<file path="src/rtl/counter_dff_sync_up_4bit_pkg.sv">
// Shared constants, slice operation codes and load-clip helper for the
// synchronous up counter.
package counter_dff_sync_up_4bit_pkg;

    localparam int COUNTER_WIDTH = 4;
    localparam int MODULUS_MAX   = 16;
    localparam int MODULUS_BCD   = 10;

    typedef enum logic [1:0] {
        SLICE_HOLD  = 2'd0,
        SLICE_INC   = 2'd1,
        SLICE_CLEAR = 2'd2,
        SLICE_LOAD  = 2'd3
    } slice_op_e;

    // Anything at or above the terminal value saturates to it, which is the
    // same as clipping values >= MODULUS to MODULUS-1.
    function automatic logic [COUNTER_WIDTH-1:0] clip_load(
        input logic [COUNTER_WIDTH-1:0] din,
        input logic [COUNTER_WIDTH-1:0] tc_val
    );
        return (din >= tc_val) ? tc_val : din;
    endfunction

endpackage

</file>
<file path="src/rtl/counter_dff_sync_up_4bit_count_stage_dff.sv">
// One bit slice: next-state mux plus a D flip-flop with registered Q and Qbar.
module count_stage_dff
    import counter_dff_sync_up_4bit_pkg::*;
(
    input  logic      Clk,
    input  logic      ClrN,
    input  slice_op_e op_i,
    input  logic      load_bit_i,
    input  logic      inc_bit_i,
    output logic      q_o,
    output logic      qbar_o
);

    logic q_q;
    logic q_d;
    logic qbar_q;

    always_comb begin
        q_d = q_q;
        case (op_i)
            SLICE_LOAD:  q_d = load_bit_i;
            SLICE_INC:   q_d = inc_bit_i;
            SLICE_CLEAR: q_d = 1'b0;
            default:     q_d = q_q;
        endcase
    end

    always_ff @(posedge Clk or negedge ClrN) begin
        if (!ClrN) begin
            q_q    <= 1'b0;
            qbar_q <= 1'b1;
        end else begin
            q_q    <= q_d;
            qbar_q <= ~q_d;
        end
    end

    assign q_o    = q_q;
    assign qbar_o = qbar_q;

endmodule

</file>
<file path="src/rtl/counter_dff_sync_up_4bit.sv">
// Synchronous modulo-N up counter with parallel load, cascade carry and a
// registered wrap pulse; built from four count_stage_dff slices.
module counter_dff_sync_up_4bit
    import counter_dff_sync_up_4bit_pkg::*;
#(
    parameter int MODULUS = 16
) (
    input  logic                     Clk,
    input  logic                     ClrN,
    input  logic                     En,
    input  logic                     CarryIn,
    input  logic                     Load,
    input  logic [COUNTER_WIDTH-1:0] Din,
    output logic [COUNTER_WIDTH-1:0] Q,
    output logic [COUNTER_WIDTH-1:0] Qbar,
    output logic                     Tc,
    output logic                     CarryOut,
    output logic                     Wrap
);

    if (MODULUS < 2 || MODULUS > MODULUS_MAX) begin : g_bad_modulus
        $error("counter_dff_sync_up_4bit: MODULUS must be in 2..16");
    end

    localparam logic [COUNTER_WIDTH-1:0] TC_VAL = COUNTER_WIDTH'(MODULUS - 1);

    logic [COUNTER_WIDTH-1:0] q;
    logic [COUNTER_WIDTH-1:0] qbar;
    logic [COUNTER_WIDTH-1:0] q_inc;
    logic [COUNTER_WIDTH-1:0] din_clip;
    logic                     count;
    slice_op_e                op;
    logic                     wrap_q;
    logic                     wrap_d;

    assign count    = En & CarryIn;
    assign q_inc    = q + 4'd1;
    assign din_clip = clip_load(Din, TC_VAL);
    assign Tc       = (q == TC_VAL);
    assign CarryOut = Tc & count;

    // Values past the terminal count can only come from an upset; they clear
    // on the next counting edge like a wrap, but without the Wrap pulse.
    always_comb begin
        op     = SLICE_HOLD;
        wrap_d = 1'b0;
        if (Load) begin
            op = SLICE_LOAD;
        end else if (count) begin
            op     = (q >= TC_VAL) ? SLICE_CLEAR : SLICE_INC;
            wrap_d = Tc;
        end
    end

    for (genvar i = 0; i < COUNTER_WIDTH; i++) begin : g_stage
        count_stage_dff u_stage (
            .Clk        (Clk),
            .ClrN       (ClrN),
            .op_i       (op),
            .load_bit_i (din_clip[i]),
            .inc_bit_i  (q_inc[i]),
            .q_o        (q[i]),
            .qbar_o     (qbar[i])
        );
    end

    always_ff @(posedge Clk or negedge ClrN) begin
        if (!ClrN) begin
            wrap_q <= 1'b0;
        end else begin
            wrap_q <= wrap_d;
        end
    end

    assign Q    = q;
    assign Qbar = qbar;
    assign Wrap = wrap_q;

endmodule

</file>
<file path="config.mk">
export PLATFORM = sky130hd
export DESIGN_NAME = counter_dff_sync_up_4bit
export DESIGN_NICKNAME = d
export VERILOG_FILES = /design/src/rtl/counter_dff_sync_up_4bit_pkg.sv /design/src/rtl/counter_dff_sync_up_4bit_count_stage_dff.sv /design/src/rtl/counter_dff_sync_up_4bit.sv
export SDC_FILE = /design/constraint.sdc
export NUM_CORES = 1
export LEC_CHECK = 0
export BUFFER_PORTS_ARGS = -buffer_cell sky130_fd_sc_hd__buf_2
export CORE_AREA = 5 5 42 44
export CTS_BUF_LIST = sky130_fd_sc_hd__clkbuf_2 sky130_fd_sc_hd__clkbuf_4 sky130_fd_sc_hd__clkbuf_8
export CTS_CLUSTER_DIAMETER = 150
export DETAILED_ROUTE_END_ITERATION = 10
export DIE_AREA = 0 0 47 49
export HOLD_SLACK_MARGIN = 0.05
export PLACE_DENSITY = 0.7
export SETUP_SLACK_MARGIN = 0.02
export SLEW_MARGIN = 20
export SYNTH_ARGS = -nofsm -noshare
export SYNTH_HDL_FRONTEND = slang
export SYNTH_SLANG_ARGS = --single-unit
</file>
<file path="constraint.sdc">
create_clock -name Clk -period 1.7 [get_ports Clk]
set_clock_uncertainty 0.1 [all_clocks]
set_input_delay 0.17 -clock Clk [delete_from_list [all_inputs] [get_ports Clk]]
set_output_delay 0.17 -clock Clk [all_outputs]
set_load 0.03 [all_outputs]
</file>
After elaboration in Yosys (flattened, before gate mapping). Cells that the tools add are included.

Muxes and demuxes: 10. Reduce and logical (&&, ||, !) cells: 0. Shift-type cells: 0. Multiply operators: 0. Magnitude comparators: 2. Equality and inequality tests: 4. Div/mod/pow operators: 0. Bitwise operators: 6. $add $sub $neg: 1.

Operator list (count): one-hot mux 1 bit (3 select lines) (4); greater-or-equal comparator 4 bit, second input constant (2); two-way mux 2 bit (3); adder 4 x 1 -> 4 bit, second input constant (1); == test 2 bit, second input constant (2); == test 4 bit, second input constant (1); two-way mux 4 bit (1); NOT 1 bit (4); AND 1 bit (2); == test 2 x 1 -> 1 bit, second input constant (1); two-way mux 1 bit (2).

Bits in registers: 9. Word-level logic and storage cells: 32. Latch bits: 0. Bits in read-only memories: 0. Memories kept: 0. Bits in writable memories: 0. Output and inout port bits: 11.

Logic depth before layout (Yosys ltp). Gate-level depths: netlist (run 1).

Depth in word-level cells: 7. Depth in mapped cells: 5. Mapped depth without buffers: 5.

Hierarchy. A second synthesis (run 1) with hierarchy kept.

Cells, all modules: 41. Area total of the unflattened synthesis: 436.7 um^2.

Modules (own cells, without submodules): count_stage_dff (cells an instance 6, times used 4, area an instance 78.8 um^2); counter_dff_sync_up_4bit (cells an instance 17, times used 1, area an instance 121.4 um^2).

Worst setup path after synthesis (run 1). No wires, ideal clock.

Path type: register to register. From: register with a tool-made name. To: register g_stage[0].u_stage.qbar_q. Buffers on the path: 0. Arrival: 1353 ps. Stages on the path, launching flop included: 6. Required time: 1523 ps. Clock period less this slack: 1529 ps. Setup slack: 171 ps. Cell sequence: dfrtp_1 ha_1 nand3_2 inv_2 or3_4 a21o_1.

RTL lines: end signal, assigned (RTL line counter_dff_sync_up_4bit_count_stage_dff.sv:34) `qbar_q <= ~q_d;`; end, declared (RTL line counter_dff_sync_up_4bit_count_stage_dff.sv:16) `logic qbar_q;`.

==> summary.md, run 1 <==
| Metric | Value |
|---|---|
| Core area | `around 1400 um^2` |
| Final hold vios | `0` |
| Die Height | `49 um` |
| WHS Endpoint | `g_stage[3].u_stage.qbar_o` |
| Initial Utilization | `34.02%` |
| Vias in the first global route | `369` |
| Netlist Area Pre-Place | `476.7 um^2` |
| Initial antenna violation count | `0` |
| Final setup fails | `0` |
| Delay-heaviest family, CP | `flip-flops` |
| Synth async-reset ratio | `between 90% and 100%` |
| Sequential fraction of the synthesis area | `48.29%` |
| Critical path class | `register to output port` |
| RePlAce Congestion | `0.7772` |
| Clock Latency Late Sink | `~0.26 ns` |
| Die Area | `~2300 um^2` |
| YS warnings | `0` |
| # Max-Cap Violations | `0` |
| Maximum vdd drop | `426.0 uV` |
| Chip Width | `47 um` |
| Drt pass-1 iters | `4` |
| CP peak stage delay | `0.41 ns` |
| Worst-Margin Slew | `0.2578 ns` |
| Area Growth Syn to Fin | `25.20%` |
| Netlist cell types | `22` |
| GRT overflow | `0` |
| Antenna cells | `0` |
| Post-synthesis net count | `57` |
| Fmax | `approximately 630 MHz` |
| Leak pwr | `around 0.29 nW` |
| Crit-path cells | `ha_1 > nand3_2 > nor2_1 > buf_2` |
| TNS Setup | `0 ns` |
| First-pass GRT wire length | `approximately 1500 um` |
| Worst-path clk slew | `0.06 ns` |
| Relative slew slack | `82.68%` |
| Worst Hold Depth | `3` |
| Remaining DRCs | `0` |
| CP Depth | `4` |
| TritonCTS Sinks | `9` |
| Share of cells above drive strength 1 | `between 40% and 50%` |
| Reg-to-Reg End | `g_stage[0].u_stage.qbar_o` |
| Num rows | `14` |
| Critical Path AT | `approximately 1.3 ns` |
| Initial DRC Count | `8` |
| Antenna Violating Nets Remaining | `0` |
| R2r setup slk | `0.17 ns` |
| HPWL after DPL | `roughly 750 um` |
| Commonest cells post-synth | `buf_4, dfrtp_1, dfstp_2, nand2_1` |
| Post-synth top area cell | `dfrtp_1` |
| EDFF count, synth | `0` |
| Via count | `387` |
| I/O pin total | `20` |
| Via/cell ratio | `4.778` |
| Final min period | `1.584 ns` |
| Wirelength per Cell | `11.70 um` |
| Nets@finish | `76` |
| Register-to-Register Path Depth | `5` |
| CP startpoint kind | `register` |
| Worst path required time | `1.43 ns` |
| Synth top area share | `26.25%` |
| Pwr/cell area | `975.6 nW/um^2` |
| Buf/Inv on CP | `1` |
| Crit Path Max Fanout | `6` |
| Final wirelength | `948 um` |
| Clock root cell | `clkbuf_4` |
| Port bufs | `19` |
| Commonest register cell after synthesis | `dfrtp_1` |
| Hold WC Path Type | `primary input to register` |
| Longest Clk Path Bufs | `2` |
| GRT Overall Usage | `under 10%` |
| Hold_sp | `Din[3]` |
| Avg Synthesized Cell Area | `10.14 um^2` |
| RSZ-0062 raised after global routing | `no` |
| TritonCTS Buffers | `3` |
| Yosys reg bits | `9` |
| Status | `complete, no violations` |
| Place WS | `0.1573 ns` |
| Max-slew violations | `0` |
| Fillers | `151` |
| Largest net degree at the start of global routing | `13` |
| CTS tree | `yes` |
| Count leader, synth | `buf_4` |
| Max H-tree Level | `1` |
| Crit end category | `output port` |
| Ranking of synthesized cells by area | `dfrtp_1, dfstp_2, buf_4` |
| Cells after synthesis | `47` |
| CP max stage cell | `dfrtp_2` |
| Fin crit share | `93.17%` |
| Setup ws final | `0.1161 ns` |
## cell families (layout without fill, tap and decap cells)
family | count (synthesis) | in the layout | synth area share, %
DFF | 9 | 9 | 48.29
buffers and inverters | 10 | 28 | 14.17
AOI/OAI and AO/OA | 12 | 12 | 16.80
and+or+nand+nor | 14 | 14 | 16.27
adders and majority gates | 1 | 1 | 2.624
xor gates and xnor gates | 1 | 1 | 1.838
## routing by layer
metal | part of all wire, % | up-vias | track usage (%)
met2 | 47 | 14 | 13.57
li1 | - | 195 | -
met3 | 10 | 0 | 4.059
met5 | 0 | - | 0
met4 | 0 | 0 | 4.147
met1 | 43 | 178 | 11.42
## worst max path at each step
stage                                      endpoint  slack (ns)
after CTS                                  CarryOut        0.05
after floorplan           g_stage[0].u_stage.qbar_o        0.17
after detailed placement  g_stage[0].u_stage.qbar_o        0.16
after global routing                       CarryOut        0.03
final                                      CarryOut        0.12
after global placement    g_stage[0].u_stage.qbar_o        0.21
## through the flow
stage	power, W	cell area (um^2)	util [%]	hold slack [ns]	instances
floorplan	0.0003809	476.7	-	-0.2256	47
global placement	0.0003970	528.0	37.68	-0.06709	73
detailed placement	0.0004003	528.0	37.68	-0.06711	73
CTS	0.0005887	588.1	41.96	0.06272	80
global route	0.0006189	596.8	42.59	0.07240	81
finish	0.0005822	596.8	42.59	0.06789	81
## power by group
group          switching, W  internal [W]  leakage (nW)
registers         0.0000139      0.000242         0.102
clock network     0.0000716      0.000106        0.0184
logic             0.0000935     0.0000548         0.166
total              0.000179      0.000403         0.287
## cell usage in the layout, fill, tap and decap left out, types with 2 or more instances in the layout
cell type       n
clkbuf_4        4
dfstp_2         4
o21a_1          3
o21ai_0         2
nand3_1         3
nand2_1         4
dlygate4sd3_1   3
a21oi_1         3
nor3_1          2
buf_2          19
dfrtp_1         4
## cell type report
class / instances / area, um^2 / area share [%]
Multi-Input combinational cell: 28 / 178.9 / 29.98
Timing Repair Buffer: 23 / 132.6 / 22.22
Sequential cell: 9 / 231.5 / 38.78
Tap cell: 16 / 20.02 / 3.354
Clock buffer: 4 / 30.03 / 5.031
Inverter: 1 / 3.754 / 0.6289
## tightest hold or removal path: cells and delay by family
| family | cells | cell delay [ns] |
|---|---|---|
| and+or+nand+nor | 1 | 0.10 |
| buffers and inverters | 1 | 0.07 |
| AOI/OAI and AO/OA | 1 | 0.07 |
## what timing repair did
item                                   4_1_cts  5_1_grt
hold buffers                                 3        0
buffers inserted                             0        1
setup endpoints to repair                    0        2
resized for setup                            0        1
endpoints found under the hold margin       13        0
Power figures use the tool's default switching activity.
==> run 2, diff against run 1 <==
Settings changed: CELL_PAD_IN_SITES_DETAIL_PLACEMENT set to 0, CELL_PAD_IN_SITES_GLOBAL_PLACEMENT set to 2, CORE_AREA 5 5 42 44 to unset, CORE_MARGIN set to 5, CORE_UTILIZATION set to 27, DIE_AREA 0 0 47 49 to unset, PLACE_DENSITY 0.7 to 0.84.
==> run 2 against run 1 <==
Fmax up 0.83%. Worst hold slack better by 0.0024 ns. Cell area up 1.5%. Flip-flop and latch count unchanged. Count of clock-buffer cells in the layout unchanged. Worst setup slack better by 0.013 ns. Core utilization down 7.1 points. Via count down 3.1%.
==> summary.md, run 2 (synthesis gave the netlist of run 1 again) <==
| Metric | Value |
|---|---|
| Status | `complete, no violations` |
| Drt pass-1 iters | `4 (unchanged)` |
| CTS tree | `yes` |
| Area Growth Syn to Fin | `27.03%` |
| Logic pwr share | `24.6% (-0.9 points)` |
| Switching pwr | `0.0001785 W (-0.28%)` |
| Final wirelength | `958 um (+1.1%)` |
| Share of cells above drive strength 1 | `50.00% (+0.77 points)` |
| Critical Path AT | `1.30 ns (about the same)` |
| Final min period | `1.571 ns (-0.01308 ns)` |
| I/O pin total | `20 (unchanged)` |
| RSZ-0062 raised after global routing | `no` |
| Initial DRC Count | `5 (-3)` |
| Antenna cells | `0 (unchanged)` |
| GRT overflow | `0 (unchanged)` |
| Power Total | `0.0005791 W (-0.55%)` |
| Fin crit share | `92.40% (-0.77 points)` |
| Commonest non-fill, non-tap cell in the layout | `buf_2` |
| Sequential cell area | `231.5 um^2 (unchanged)` |
| Reg power frac | `44.6% (+0.6 points)` |
| Place WS | `0.1770 ns (+0.01971 ns)` |
| Die Area | `2706 um^2 (+18%)` |
| Clk pwr share | `30.8% (+0.3 points)` |
| Remaining DRCs | `0 (unchanged)` |
| Met3 global-route usage | `2.865% (-1.2 points)` |
| Post CTS Setup Buffer Count | `0 (unchanged)` |
| Core area | `1708 um^2 (+22%)` |
| TritonCTS Buffers | `3 (unchanged)` |
| Final setup fails | `0 (unchanged)` |
| Cell Int Power | `0.0004006 W (-0.67%)` |
| Longest Clk Path Bufs | `2 (unchanged)` |
| Largest net degree at the start of global routing | `13 (unchanged)` |
| Chip Width | `52.02 um (+11%)` |
| Die Height | `52.02 um (+6.2%)` |
| Num rows | `15 (+1)` |
| Max-slew violations | `0 (unchanged)` |
| RePlAce Congestion | `0.7769 (about the same)` |
| Crit end category | `output port` |
| Area of the multi-input gates | `181.4 um^2 (+1.4%)` |
| Clock Latency Late Sink | `0.25 ns (about the same)` |
| Via/cell ratio | `4.213 (-12%)` |
| Final hold vios | `0 (unchanged)` |
| Pwr/cell area | `956.2 nW/um^2 (-2.0%)` |
| Met1 Use GR | `9.315% (-2.1 points)` |
| Crit Path Max Fanout | `5 (-1)` |
| Highest-count cells in the layout ignoring fill and taps | `buf_2, clkbuf_4, dfrtp_1, nand2_1, dfstp_2` |
| Maximum vdd drop | `229.7 uV (-46%)` |
| Core Util, Final | `35.46% (-7.1 points)` |
| GRT Overall Usage | `7.798% (-1.5 points)` |
| Max H-tree Level | `1 (unchanged)` |
| Relative slew slack | `83.25% (+0.57 points)` |
| Vias in the first global route | `346 (-6.2%)` |
| TritonCTS Sinks | `9 (unchanged)` |
| Gr busiest metal | `met2` |
| Wirelength per Cell | `10.76 um (-8.0%)` |
| Worst-Margin Slew | `0.2493 ns (-0.008497 ns)` |
| Setup ws final | `0.1291 ns (+0.01308 ns)` |
| Via count | `375 (-3.1%)` |
| Worst path required time | `1.43 ns (about the same)` |
| Antenna Violating Nets Remaining | `0 (unchanged)` |
| Nets@finish | `75 (-1.3%)` |
| Leak pwr | `0.2796 nW (-2.5%)` |
| Hold WC Path Type | `primary input to register` |
| Worst-path clk slew | `0.06 ns (about the same)` |
| Routing usage on met2 | `10.25% (-3.3 points)` |
| CP startpoint kind | `register` |
| TNS Setup | `0 ns (unchanged)` |
| Clock root cell | `clkbuf_4` |
| Port bufs | `19 (unchanged)` |
| Initial Utilization | `27.91% (-6.1 points)` |
| Fmax | `636.6 MHz (+0.83%)` |
| Net Sw Frac | `30.82% (+0.083 points)` |
| First-pass GRT wire length | `1483 um (-3.6%)` |
| # Max-Cap Violations | `0 (unchanged)` |
| Critical path class | `register to output port` |
| Initial antenna violation count | `0 (unchanged)` |
| Fillers | `182 (+21%)` |
run 2: changes by cell type in the layout (fill, tap and decap cells not counted), sizes merged:
cell / change
buf: -2
clkbuf: +1
run 2: path summary, 6_finish.rpt:
check                               from                   endpoint  slack (ns)  cells past startpoint
worst max-delay path            register                   CarryOut        0.13                      4
worst min-delay path              Din[3]  g_stage[3].u_stage.qbar_o        0.07                      3
worst max register to register  register  g_stage[0].u_stage.qbar_o        0.21                      5
worst min register to register  register                       Wrap        0.51                      2
max in group asynchronous           ClrN  g_stage[3].u_stage.qbar_o        1.07                      2
min in group asynchronous           ClrN                       Wrap        0.19                      2
run 2: cell type report:
| class | count | share of cell area [%] |
|---|---|---|
| Sequential cell | 9 | 38.22 |
| Multi-Input combinational cell | 28 | 29.96 |
| Timing Repair Buffer | 22 | 21.07 |
| Tap cell | 25 | 5.165 |
| Clock buffer | 4 | 4.959 |
| Inverter | 1 | 0.6198 |
run 2: metrics by stage:
stage	area (um^2)	hold slack (ns)	std cells
floorplan	476.7	-0.2256	47
global placement	539.3	-0.06540	82
detailed placement	539.3	-0.06600	82
CTS	599.3	0.06280	89
global route	605.6	0.08136	89
finish	605.6	0.07028	89
run 2: routing by layer:
layer	part of all wire [%]	wire, um	vias to the layer above
li1	-	-	189
met1	47	450	173
met2	44	424	13
met3	8.7	83	0
met4	0	0	0
met5	0	0	-
run 2: what timing repair did:
action                                  CTS  global route
hold buffers                              3             0
endpoints found under the setup margin    0             1
resized for setup                         0             3
endpoints found under the hold margin    13             0
run 2: power by group through the flow:
stage	sequential, W	clock [W]	combinational [W]
6_report	0.000258	0.000179	0.000143
5_1_grt	0.000261	0.000199	0.000155
4_1_cts	0.000258	0.000188	0.000144
3_5_place_dp	0.000261	0	0.000138
3_3_place_gp	0.000261	0	0.000137
2_1_floorplan	0.000259	0	0.000122
run 2: worst max-delay path, stage by stage, from the launching register on:
cell      delay (ns)
dfrtp_1         0.41
ha_2            0.23
nand3_2         0.10
nor2_1          0.12
clkbuf_4        0.19
